[config.mk]
export PLATFORM = sky130hd
export DESIGN_NAME = segled_serial_rx
export DESIGN_NICKNAME = d
export VERILOG_FILES = /design/src/rtl/segled_serial_rx_pkg.sv /design/src/rtl/segled_serial_rx_sync_edge.sv /design/src/rtl/segled_serial_rx.sv
export SDC_FILE = /design/constraint.sdc
export NUM_CORES = 1
export LEC_CHECK = 0
export ABC_AREA = 1
export BUFFER_PORTS_ARGS = -buffer_cell sky130_fd_sc_hd__buf_2
export CAP_MARGIN = 20
export CORE_AREA = 2 2 162 85
export CTS_CLUSTER_SIZE = 10
export DETAILED_ROUTE_END_ITERATION = 8
export DIE_AREA = 0 0 164 87
export HOLD_SLACK_MARGIN = 0.06
export PLACE_DENSITY = 0.68
export RECOVER_POWER = 100
export SYNTH_ARGS = -nofsm -noshare
export SYNTH_HDL_FRONTEND = slang
export SYNTH_SLANG_ARGS = --single-unit
[constraint.sdc]
create_clock -name clk -period 5.7 [get_ports clk]
set_clock_uncertainty 0.1 [all_clocks]
set_input_delay 0.855 -clock clk [delete_from_list [all_inputs] [get_ports clk]]
set_output_delay 0.855 -clock clk [all_outputs]
set_load 0.03 [all_outputs]
[src/rtl/segled_serial_rx_pkg.sv]
// Shared definitions for the serial segment/LED display receiver:
// byte width, receiver FSM states and the active-low hex glyph decoder.
package segled_pkg;

  localparam int SEG_BYTE_W = 8;

  typedef enum logic [1:0] {
    IDLE  = 2'd0,
    SHIFT = 2'd1,
    LATCH = 2'd2
  } rx_state_e;

  // Active-low {g,f,e,d,c,b,a} patterns for hex digits 0..F.
  localparam logic [6:0] GLYPH [16] = '{
    7'h40, 7'h79, 7'h24, 7'h30, 7'h19, 7'h12, 7'h02, 7'h78,
    7'h00, 7'h10, 7'h08, 7'h03, 7'h46, 7'h21, 7'h06, 7'h0E
  };

  typedef struct packed {
    logic       ok;
    logic [3:0] value;
  } glyph_dec_t;

  // Map a 7-segment pattern to its hex value; ok=0 and value=0 on no match.
  function automatic glyph_dec_t decode_glyph(input logic [6:0] seg);
    glyph_dec_t r;
    r = '0;
    for (int i = 0; i < 16; i++) begin
      if (seg == GLYPH[i]) begin
        r.ok    = 1'b1;
        r.value = 4'(i);
      end
    end
    return r;
  endfunction

endpackage

[src/rtl/segled_serial_rx_sync_edge.sv]
// Multi-flop synchronizer for one asynchronous serial line, followed by a
// history flop so a rising edge shows up as a single-cycle pulse.
module segled_sync_edge #(
  parameter int STAGES = 2
) (
  input  logic clk,
  input  logic rst,
  input  logic d,
  output logic sync,
  output logic rise
);

  logic [STAGES-1:0] sync_q, sync_d;
  logic              hist_q, hist_d;

  // Shift the raw line through the synchronizer and keep one cycle of history.
  always_comb begin
    sync_d = {sync_q[STAGES-2:0], d};
    hist_d = sync_q[STAGES-1];
  end

  // Synchronizer and history registers.
  // NOTE: sequential state uses non-blocking assignments so every flop samples
  // the pre-edge value of its neighbour; blocking here would collapse the chain.
  always_ff @(posedge clk or posedge rst) begin
    if (rst) begin
      sync_q <= '0;
      hist_q <= 1'b0;
    end else begin
      sync_q <= sync_d;
      hist_q <= hist_d;
    end
  end

  assign sync = sync_q[STAGES-1];
  assign rise = sync_q[STAGES-1] & ~hist_q;

endmodule

[src/rtl/segled_serial_rx.sv]
// Receiver for the SEGLED_CLK / SEGLED_DO / SEGLED_PEN display stream.
// Oversamples the three lines, shifts in one frame MSB-first and presents
// it in parallel on each PEN strobe, flagging short, long and stalled frames.
// Optional: define SEGLED_SERIAL_RX_DECODE_EN to add registered hex-digit
// decode of the latched frame (hex_digits / hex_ok ports).
// rst asserts asynchronously; its release is expected synchronous to clk.
module segled_serial_rx
  import segled_pkg::*;
#(
  parameter int FRAME_BITS  = 64,
  parameter int SYNC_STAGES = 2,
  parameter int TIMEOUT     = 1024,
  parameter int CNT_W       = 7
) (
  input  logic                  clk,
  input  logic                  rst,
  input  logic                  sclk_in,
  input  logic                  sdo_in,
  input  logic                  pen_in,
  output logic [FRAME_BITS-1:0] frame_data,
  output logic                  frame_valid,
  output logic                  frame_err,
  output logic [CNT_W-1:0]      bit_count,
  output logic                  busy
`ifdef SEGLED_SERIAL_RX_DECODE_EN
  , output logic [4*(FRAME_BITS/SEG_BYTE_W)-1:0] hex_digits
  , output logic [FRAME_BITS/SEG_BYTE_W-1:0]     hex_ok
`endif
);

  localparam int               TMO_W    = $clog2(TIMEOUT);
  localparam logic [TMO_W-1:0] TMO_LAST = TMO_W'(TIMEOUT - 1);
  localparam logic [CNT_W-1:0] CNT_FULL = CNT_W'(FRAME_BITS);
  localparam logic [CNT_W-1:0] CNT_SAT  = CNT_W'(FRAME_BITS + 1);

  // Synchronized line events; the sync levels of sclk/pen and the edge of
  // sdo are produced by the shared cell but have no use here.
  logic sclk_rise, pen_rise, sdo_sync;
  logic sclk_sync_unused, pen_sync_unused, sdo_rise_unused;

  segled_sync_edge #(.STAGES(SYNC_STAGES)) u_sync_sclk (
    .clk (clk), .rst (rst), .d (sclk_in), .sync (sclk_sync_unused), .rise (sclk_rise)
  );
  segled_sync_edge #(.STAGES(SYNC_STAGES)) u_sync_sdo (
    .clk (clk), .rst (rst), .d (sdo_in), .sync (sdo_sync), .rise (sdo_rise_unused)
  );
  segled_sync_edge #(.STAGES(SYNC_STAGES)) u_sync_pen (
    .clk (clk), .rst (rst), .d (pen_in), .sync (pen_sync_unused), .rise (pen_rise)
  );

  rx_state_e             state_q, state_d;
  logic [FRAME_BITS-1:0] shreg_q, shreg_d;
  logic [CNT_W-1:0]      cnt_q, cnt_d;
  logic                  ovf_q, ovf_d;
  logic [TMO_W-1:0]      tmo_q, tmo_d;
  logic [FRAME_BITS-1:0] frame_data_q, frame_data_d;
  logic                  frame_valid_q, frame_valid_d;
  logic                  frame_err_q, frame_err_d;
  logic                  timeout_hit;

  // A stalled partial frame aborts only when nothing else is happening.
  assign timeout_hit = (state_q == SHIFT) && !sclk_rise && !pen_rise && (tmo_q == TMO_LAST);

  // FSM state register.
  always_ff @(posedge clk or posedge rst) begin
    if (rst) state_q <= IDLE;
    else     state_q <= state_d;
  end

  // FSM next-state logic.
  // NOTE: every always_comb output gets a default first so no path leaves it
  // unassigned, which would otherwise infer a latch.
  always_comb begin
    state_d = state_q;
    unique case (state_q)
      IDLE:    if (sclk_rise) state_d = SHIFT;
      SHIFT: begin
        if (pen_rise)         state_d = LATCH;
        else if (timeout_hit) state_d = IDLE;
      end
      LATCH:   state_d = sclk_rise ? SHIFT : IDLE;
      default: state_d = IDLE;
    endcase
  end

  // FSM outputs: latch or reject in LATCH, reject on timeout, busy in SHIFT.
  always_comb begin
    frame_data_d  = frame_data_q;
    frame_valid_d = 1'b0;
    frame_err_d   = 1'b0;
    busy          = (state_q == SHIFT);
    if (state_q == LATCH) begin
      if (cnt_q == CNT_FULL && !ovf_q) begin
        frame_data_d  = shreg_q;
        frame_valid_d = 1'b1;
      end else begin
        frame_err_d   = 1'b1;
      end
    end else if (timeout_hit) begin
      frame_err_d = 1'b1;
    end
  end

  // Shift register, saturating bit counter, overflow flag and stall timer.
  always_comb begin
    logic [CNT_W-1:0] base_cnt;
    logic             base_ovf;
    // Leaving LATCH starts a fresh frame, so count from zero there.
    base_cnt = (state_q == LATCH) ? '0 : cnt_q;
    base_ovf = (state_q == LATCH) ? 1'b0 : ovf_q;
    shreg_d  = shreg_q;
    cnt_d    = base_cnt;
    ovf_d    = base_ovf;
    tmo_d    = '0;
    if (sclk_rise) begin
      shreg_d = {shreg_q[FRAME_BITS-2:0], sdo_sync};
      if (base_cnt >= CNT_FULL) ovf_d = 1'b1;
      if (base_cnt != CNT_SAT)  cnt_d = base_cnt + CNT_W'(1);
    end
    if (state_q == SHIFT && !sclk_rise) tmo_d = tmo_q + TMO_W'(1);
    if (timeout_hit) begin
      shreg_d = '0;
      cnt_d   = '0;
      ovf_d   = 1'b0;
      tmo_d   = '0;
    end
  end

  // Datapath and registered output flops.
  always_ff @(posedge clk or posedge rst) begin
    if (rst) begin
      shreg_q       <= '0;
      cnt_q         <= '0;
      ovf_q         <= 1'b0;
      tmo_q         <= '0;
      frame_data_q  <= '0;
      frame_valid_q <= 1'b0;
      frame_err_q   <= 1'b0;
    end else begin
      shreg_q       <= shreg_d;
      cnt_q         <= cnt_d;
      ovf_q         <= ovf_d;
      tmo_q         <= tmo_d;
      frame_data_q  <= frame_data_d;
      frame_valid_q <= frame_valid_d;
      frame_err_q   <= frame_err_d;
    end
  end

  assign frame_data  = frame_data_q;
  assign frame_valid = frame_valid_q;
  assign frame_err   = frame_err_q;
  assign bit_count   = cnt_q;

`ifdef SEGLED_SERIAL_RX_DECODE_EN
  localparam int NUM_DIGITS = FRAME_BITS / SEG_BYTE_W;

  logic [4*NUM_DIGITS-1:0] hex_digits_q, hex_digits_d;
  logic [NUM_DIGITS-1:0]   hex_ok_q, hex_ok_d;

  // Decode each latched byte's segment bits the cycle after a good frame.
  always_comb begin
    glyph_dec_t dec;
    dec          = '0;
    hex_digits_d = hex_digits_q;
    hex_ok_d     = hex_ok_q;
    if (frame_valid_q) begin
      for (int i = 0; i < NUM_DIGITS; i++) begin
        dec = decode_glyph(frame_data_q[SEG_BYTE_W*i +: 7]);
        hex_digits_d[4*i +: 4] = dec.value;
        hex_ok_d[i]            = dec.ok;
      end
    end
  end

  // Decoded digit registers.
  always_ff @(posedge clk or posedge rst) begin
    if (rst) begin
      hex_digits_q <= '0;
      hex_ok_q     <= '0;
    end else begin
      hex_digits_q <= hex_digits_d;
      hex_ok_q     <= hex_ok_d;
    end
  end

  assign hex_digits = hex_digits_q;
  assign hex_ok     = hex_ok_q;
`endif

endmodule

# Word level (Yosys, flattened, before mapping)
# Cells that the tools add are included.
[word_totals]
reg_bits = 158
latch_bits = 0
mem_bits_rw = 0
mem_bits_ro = 0
mem_count = 0
[classes]
addsub = 2
n_mul = 0
n_div = 0
order_cmp = 1
eq_ne = 7
shifts = 0
mux = 22
n_bitwise = 4
n_reduce_logical = 11
[ops]
columns = ["op", "count"]
rows = [
  ["$mux 64", 2],
  ["$mux 7", 4],
  ["$mux 10", 2],
  ["$add 10x1->10 const B", 1],
  ["$eq 10x10->1 const B", 1],
  ["$mux 1", 10],
  ["$add 7x1->7 const B", 1],
  ["$eq 7x7->1 const B", 1],
  ["$ge 7x7->1 const B", 1],
  ["$ne 7x7->1 const B", 1],
  ["$mux 2", 3],
  ["$pmux 2 s3", 1],
  ["$logic_and 1x1->1", 4],
  ["$reduce_and 2->1", 2],
  ["$logic_not 1->1", 3],
  ["$ne 3x1->1 const B", 1],
  ["$and 1x1->1", 2],
  ["$eq 2x1->1 const B", 1],
  ["$eq 2x2->1 const B", 1],
  ["$logic_not 2->1", 1],
  ["$ne 2x2->1 const B", 1],
  ["$not 1->1", 2],
  ["$reduce_bool 2->1", 1],
]

# Longest topological paths before layout
[logic_depth]
depth_word = 9
ltp_mapped = 11
mapped_depth_nobuf = 10

# Modules after synthesis
# Synthesis repeated with hierarchy kept, for this count alone.
[hier_totals]
hier_cells = 698
area_unflattened_um2 = 6329.8
[modules_own_cells]
columns = ["mod", "instances", "cells_per_inst", "area_each_um2", "seq_area_each_um2"]
rows = [
  ["segled_serial_rx", 1, 680, 6063.3, 3753.6],
  ["segled_sync_edge", 3, 6, 88.8, 75.1],
]

# Worst setup path after synthesis
# OpenSTA, ideal clock, no wires.
[synth_path]
path_kind = "reg-to-reg"
from = "register state_q[1]"
to = "register tmo_q[9]"
setup_ns = 0.119
t_arrival_ns = 1.577
path_slack_ns = 3.905
stages_incl_launch_ff = 8
n_path_buf = 1
period_less_slack_ns = 1.795
cell_sequence = "dfrtp_1 -> nor2_1 -> nand2_1 -> nor3_1 -> nand2_1 -> buf_2 -> nand2_2 -> nor2_1"
[synth_via]
elab_chain_len = 5
[synth_lines]
columns = ["element", "line_no", "text"]
rows = [
  ["start: declaration", "segled_serial_rx.sv:51", "rx_state_e state_q, state_d;"],
  ["start signal: assignment", "segled_serial_rx.sv:67", "else state_q <= state_d;"],
  ["$eq 2x1->1 (*)", "n/a", ""],
  ["net busy", "segled_serial_rx.sv:24", "output logic busy"],
  ["$logic_and 1x1->1 (*)", "segled_serial_rx.sv:62, segled_serial_rx.sv:120", ""],
  ["$logic_and 1x1->1 (2 in a row)", "segled_serial_rx.sv:62", "assign timeout_hit = (state_q == SHIFT) && !sclk_rise && !pen_rise && (tmo_q == TMO_LAST);"],
  ["$mux 10 (*)", "segled_serial_rx.sv:121", "if (timeout_hit) begin"],
  ["net tmo_d[9]", "segled_serial_rx.sv:55", "logic [TMO_W-1:0] tmo_q, tmo_d;"],
  ["end signal: assignment", "segled_serial_rx.sv:143", "tmo_q <= tmo_d;"],
  ["end: declaration", "segled_serial_rx.sv:55", ""],
]
# The timed path passes the listed nets; every way through them passes the cells marked *.
# A chain may end at the register's enable or synchronous reset.

# Worst setup path in the final report
[layout_path]
from = "register u_sync_sclk.sync_q[1]"
to = "register state_q[0]"
[layout_via]
elab_chain_len = 7
[layout_lines]
columns = ["element", "line_no", "text"]
rows = [
  ["start: declaration", "segled_serial_rx_sync_edge.sv:13", "logic [STAGES-1:0] sync_q, sync_d;"],
  ["start signal: assignment", "segled_serial_rx_sync_edge.sv:30", "sync_q <= sync_d;"],
  ["$and 1x1->1 (*)", "segled_serial_rx_sync_edge.sv:36", "assign rise = sync_q[STAGES-1] & ~hist_q;"],
  ["$logic_not 1->1", "segled_serial_rx.sv:62", ""],
  ["$logic_and 1x1->1 (3 in a row)", "segled_serial_rx.sv:62", ""],
  ["$ne 3x1->1 (no line)", "n/a", ""],
  ["$reduce_and 2->1 (no line)", "n/a", ""],
]
# Every way passes the cells marked *; elsewhere a longest branch is shown, timed or not.

==> results.sh <==
export IMPL_die_x_microns=164
export IMPL_setup_worst_path_class="flip-flop to flip-flop"
export IMPL_cts_htree_levels=4
export IMPL_detailed_route_via_count=4790
export IMPL_clkSlewWorstSetupHoldPaths_ns=0.06
export IMPL_tritoncts="built"
export IMPL_synth_area_leaders="dfrtp_1 (63%), nand2_1 (21%), nand3_1 (5.9%)"
export IMPL_num_nets_final=775
export IMPL_max_cap_violations=2
export IMPL_rsz0062_at_grt="false"
export IMPL_detailed_place_hpwl_microns=8330
export IMPL_ctsLongestPathBuffers=2
export IMPL_critical_path_peak_fanout=70
export IMPL_grt_pass1_wl_microns=22200
export IMPL_cts_inserted_buffers=17
export IMPL_route_detailed_drc=0
export IMPL_clock_latency_ns=0.43
export IMPL_yosys_area_top_type_share_pct=63.2
export IMPL_final_worst_setup_slack_ns=1.71
export IMPL_timing_slew_headroom_pct=-42.7
export IMPL_status="finished, violations left"
export IMPL_synth_avg_cell_area_sq_um=8.94
export IMPL_first_global_vias=4563
export IMPL_total_die_area_sq_mm=0.0143
export IMPL_powerDensity_mw_per_mm2=353
export IMPL_min_period_over_period_pct=70.0
export IMPL_timing_final_crit_period_ns=3.99
export IMPL_die_height_microns=87
export IMPL_core_area_sq_mm=0.0130
export IMPL_fin_setup_tns_ns=0
export IMPL_placement_io_buffers=78
export IMPL_number_of_antenna_violations_at_the_first_check_in_global_routing=0
export IMPL_initial_core_util_pct=48.1
export IMPL_ctsRootBufferMaster="clkbuf_16"
export IMPL_detail_route_first_pass_iterations=5
export IMPL_global_route_usage_total_pct=20.1
export IMPL_design_portCount=79
export IMPL_yosysWarnings=0
export IMPL_max_slew_worst_pin_slew_ns=2.13
export IMPL_synth_largest_area_cell="dfrtp_1"
export IMPL_multi_input_area_sq_mm=0.00201
export IMPL_start_kind="flip-flop"
export IMPL_cts_hold_buf=0
export IMPL_synthesized_flop_and_latch_total=158
export IMPL_synth_nets=707
export IMPL_syn_to_final_growth_pct=14.8
export IMPL_cts_resized=0
export IMPL_power_leakage_nw=3.87
export IMPL_ir_drop_v=0.000197
export IMPL_drt_wirelength_per_cell_microns=13.9
export IMPL_layout_filler_cells=1204
export IMPL_row_count=30
export IMPL_timing_hold_worst_class="flip-flop to flip-flop"
export IMPL_synth_yosys_seq_area_share_pct=63.2
export IMPL_place_congestion=0.779
export IMPL_dp_slack_ns=2.78
export IMPL_clock_sink_count=158
export IMPL_maximum_number_of_pins_on_one_net_before_global_route_repair=102
export IMPL_cts_setup_buffers=0
export IMPL_syn_instance_count=700
export IMPL_global_route_total_overflow=0
export IMPL_slew_violations=76
export IMPL_failed_checks="capacitance limit, slew limit"
export IMPL_worstSetupEndpointType="flip-flop"
export IMPL_iteration_0_drc_count_of_the_detailed_router=332
export IMPL_synth_area_sq_mm=0.00626
export IMPL_critPathRequiredTime_ns=5.94
export IMPL_critical_path_arrival_ns=4.23
export IMPL_finalHoldViolations=0
export IMPL_seqCellArea_sq_mm=0.00395
export IMPL_final_layout_size_suffix_gt1_share_pct=5.26
export IMPL_route_antenna_remaining_nets=0
export IMPL_antenna_diode_count=0
export IMPL_fmaxAchievable_mhz=251
export IMPL_routed_wl_microns=13300
export IMPL_setup_violations_final=0
export IMPL_detail_route_vias_per_cell=5.01
export IMPL_post_synth_num_cell_types=22
## final timing paths
check                                             to                  start  slack [ns]  depth (start not counted)
worst max-delay path                      state_q[0]  u_sync_sclk.sync_q[1]        1.71                          8
worst min-delay path            u_sync_sdo.sync_q[1]   u_sync_sdo.sync_q[0]        0.25                          0
worst max register to register            state_q[0]  u_sync_sclk.sync_q[1]        1.71                          8
worst min register to register  u_sync_sdo.sync_q[1]   u_sync_sdo.sync_q[0]        0.25                          0
max in group asynchronous             frame_data[43]                    rst        3.75                          3
min in group asynchronous              frame_data[5]                    rst        0.51                          2
## stage by stage
step           util, %  cell area, sq um  cells  hold slack [ns]  total power [mW]
6_report          55.2              7190    956            0.252              2.54
5_1_grt           55.2              7190    956            0.255              2.64
4_1_cts           56.1              7310    956            0.254              2.56
3_5_place_dp      51.7              6740    925            0.240              1.45
3_3_place_gp      51.6              6720    924            0.234              1.45
2_1_floorplan        -              6260    700            0.231              1.38
## worst max-delay path, cell delays in order, from the launching register on
cell and delay, ns:
dfrtp_1 0.34, inv_1 0.04, nor2_1 1.55, buf_4 0.62, nor3_1 0.12, nand2_2 0.09
buf_4 0.56, inv_1 0.24, o21ai_0 0.21
## state kept, by name, summed over array words and instances (netlist names)
name,flops
frame_data,64
shreg_q,64
tmo_q,10
bit_count,7
state_q,2
u_sync_pen.sync_q,2
u_sync_sclk.sync_q,2
u_sync_sdo.sync_q,2
frame_err,1
frame_valid,1
ovf_q,1
u_sync_pen.hist_q,1
u_sync_sclk.hist_q,1
## report_power, final
part	total (mW)	leakage, nW	internal [mW]	switching (mW)
clock	1.11	0.270	0.662	0.453
combinational	0.210	1.43	0.0511	0.159
sequential	1.22	2.17	1.17	0.0481
total	2.54	3.87	1.88	0.659
## kinds of logic (layout without fill, tap and decap cells)
family          after synthesis  in the layout  synth area share [%]
xor+xnor                      7              7                 0.979
compound gates                9              9                 0.720
simple gates                468            468                  30.1
flops                       158            158                  63.2
fa+ha+maj                     2              2                 0.400
buf+inv                      56            136                  4.66
## cells in the mapped netlist
| library cell | instances |
|---|---|
| a21oi_1 | 5 |
| buf_1 | 10 |
| buf_2 | 11 |
| buf_4 | 6 |
| buf_6 | 6 |
| clkbuf_1 | 2 |
| dfrtp_1 | 158 |
| ha_1 | 2 |
| inv_1 | 18 |
| inv_2 | 3 |
| nand2_1 | 347 |
| nand2_2 | 2 |
| nand3_1 | 74 |
| nand4_1 | 4 |
| nor2_1 | 35 |
| nor3_1 | 3 |
| nor3b_1 | 1 |
| nor4_1 | 1 |
| nor4_2 | 1 |
| o21ai_0 | 4 |
| xnor2_1 | 2 |
| xor2_1 | 5 |
## cell type report
type,instances,share of cell area (%)
clock buffers,20,6.35
multi-input cells,486,27.9
inverters,21,1.17
clock inverters,11,1.64
well taps,176,3.06
flip-flops and latches,158,55.0
repair buffers,84,4.86
## placed cells by master (no fill, tap or decap), drive strengths merged
cell | netlist | routed
nor3b | 1 | 1
clkinv | 0 | 4
clkbuf | 2 | 97
xnor2 | 2 | 2
nand4 | 4 | 4
ha | 2 | 2
clkinvlp | 0 | 5
buf | 33 | 7
dfrtp | 158 | 158
o21ai | 4 | 4
nor2 | 35 | 35
inv | 21 | 21
nor3 | 3 | 3
a21oi | 5 | 5
bufinv | 0 | 2
xor2 | 5 | 5
nor4 | 2 | 2
nand3 | 74 | 74
nand2 | 349 | 349
## metal layers
layer  vias up  part of all wire (%)  wire length, microns  GRT usage, %
met1      2323                    51                  6810          30.7
met3        15                   6.4                   853          5.19
met4         0                   1.1                   141          6.70
met2       137                    41                  5480          27.7
met5         -                     0                     0             0
li1       2315                     -                     -             -
Power figures use the tool's default switching activity.
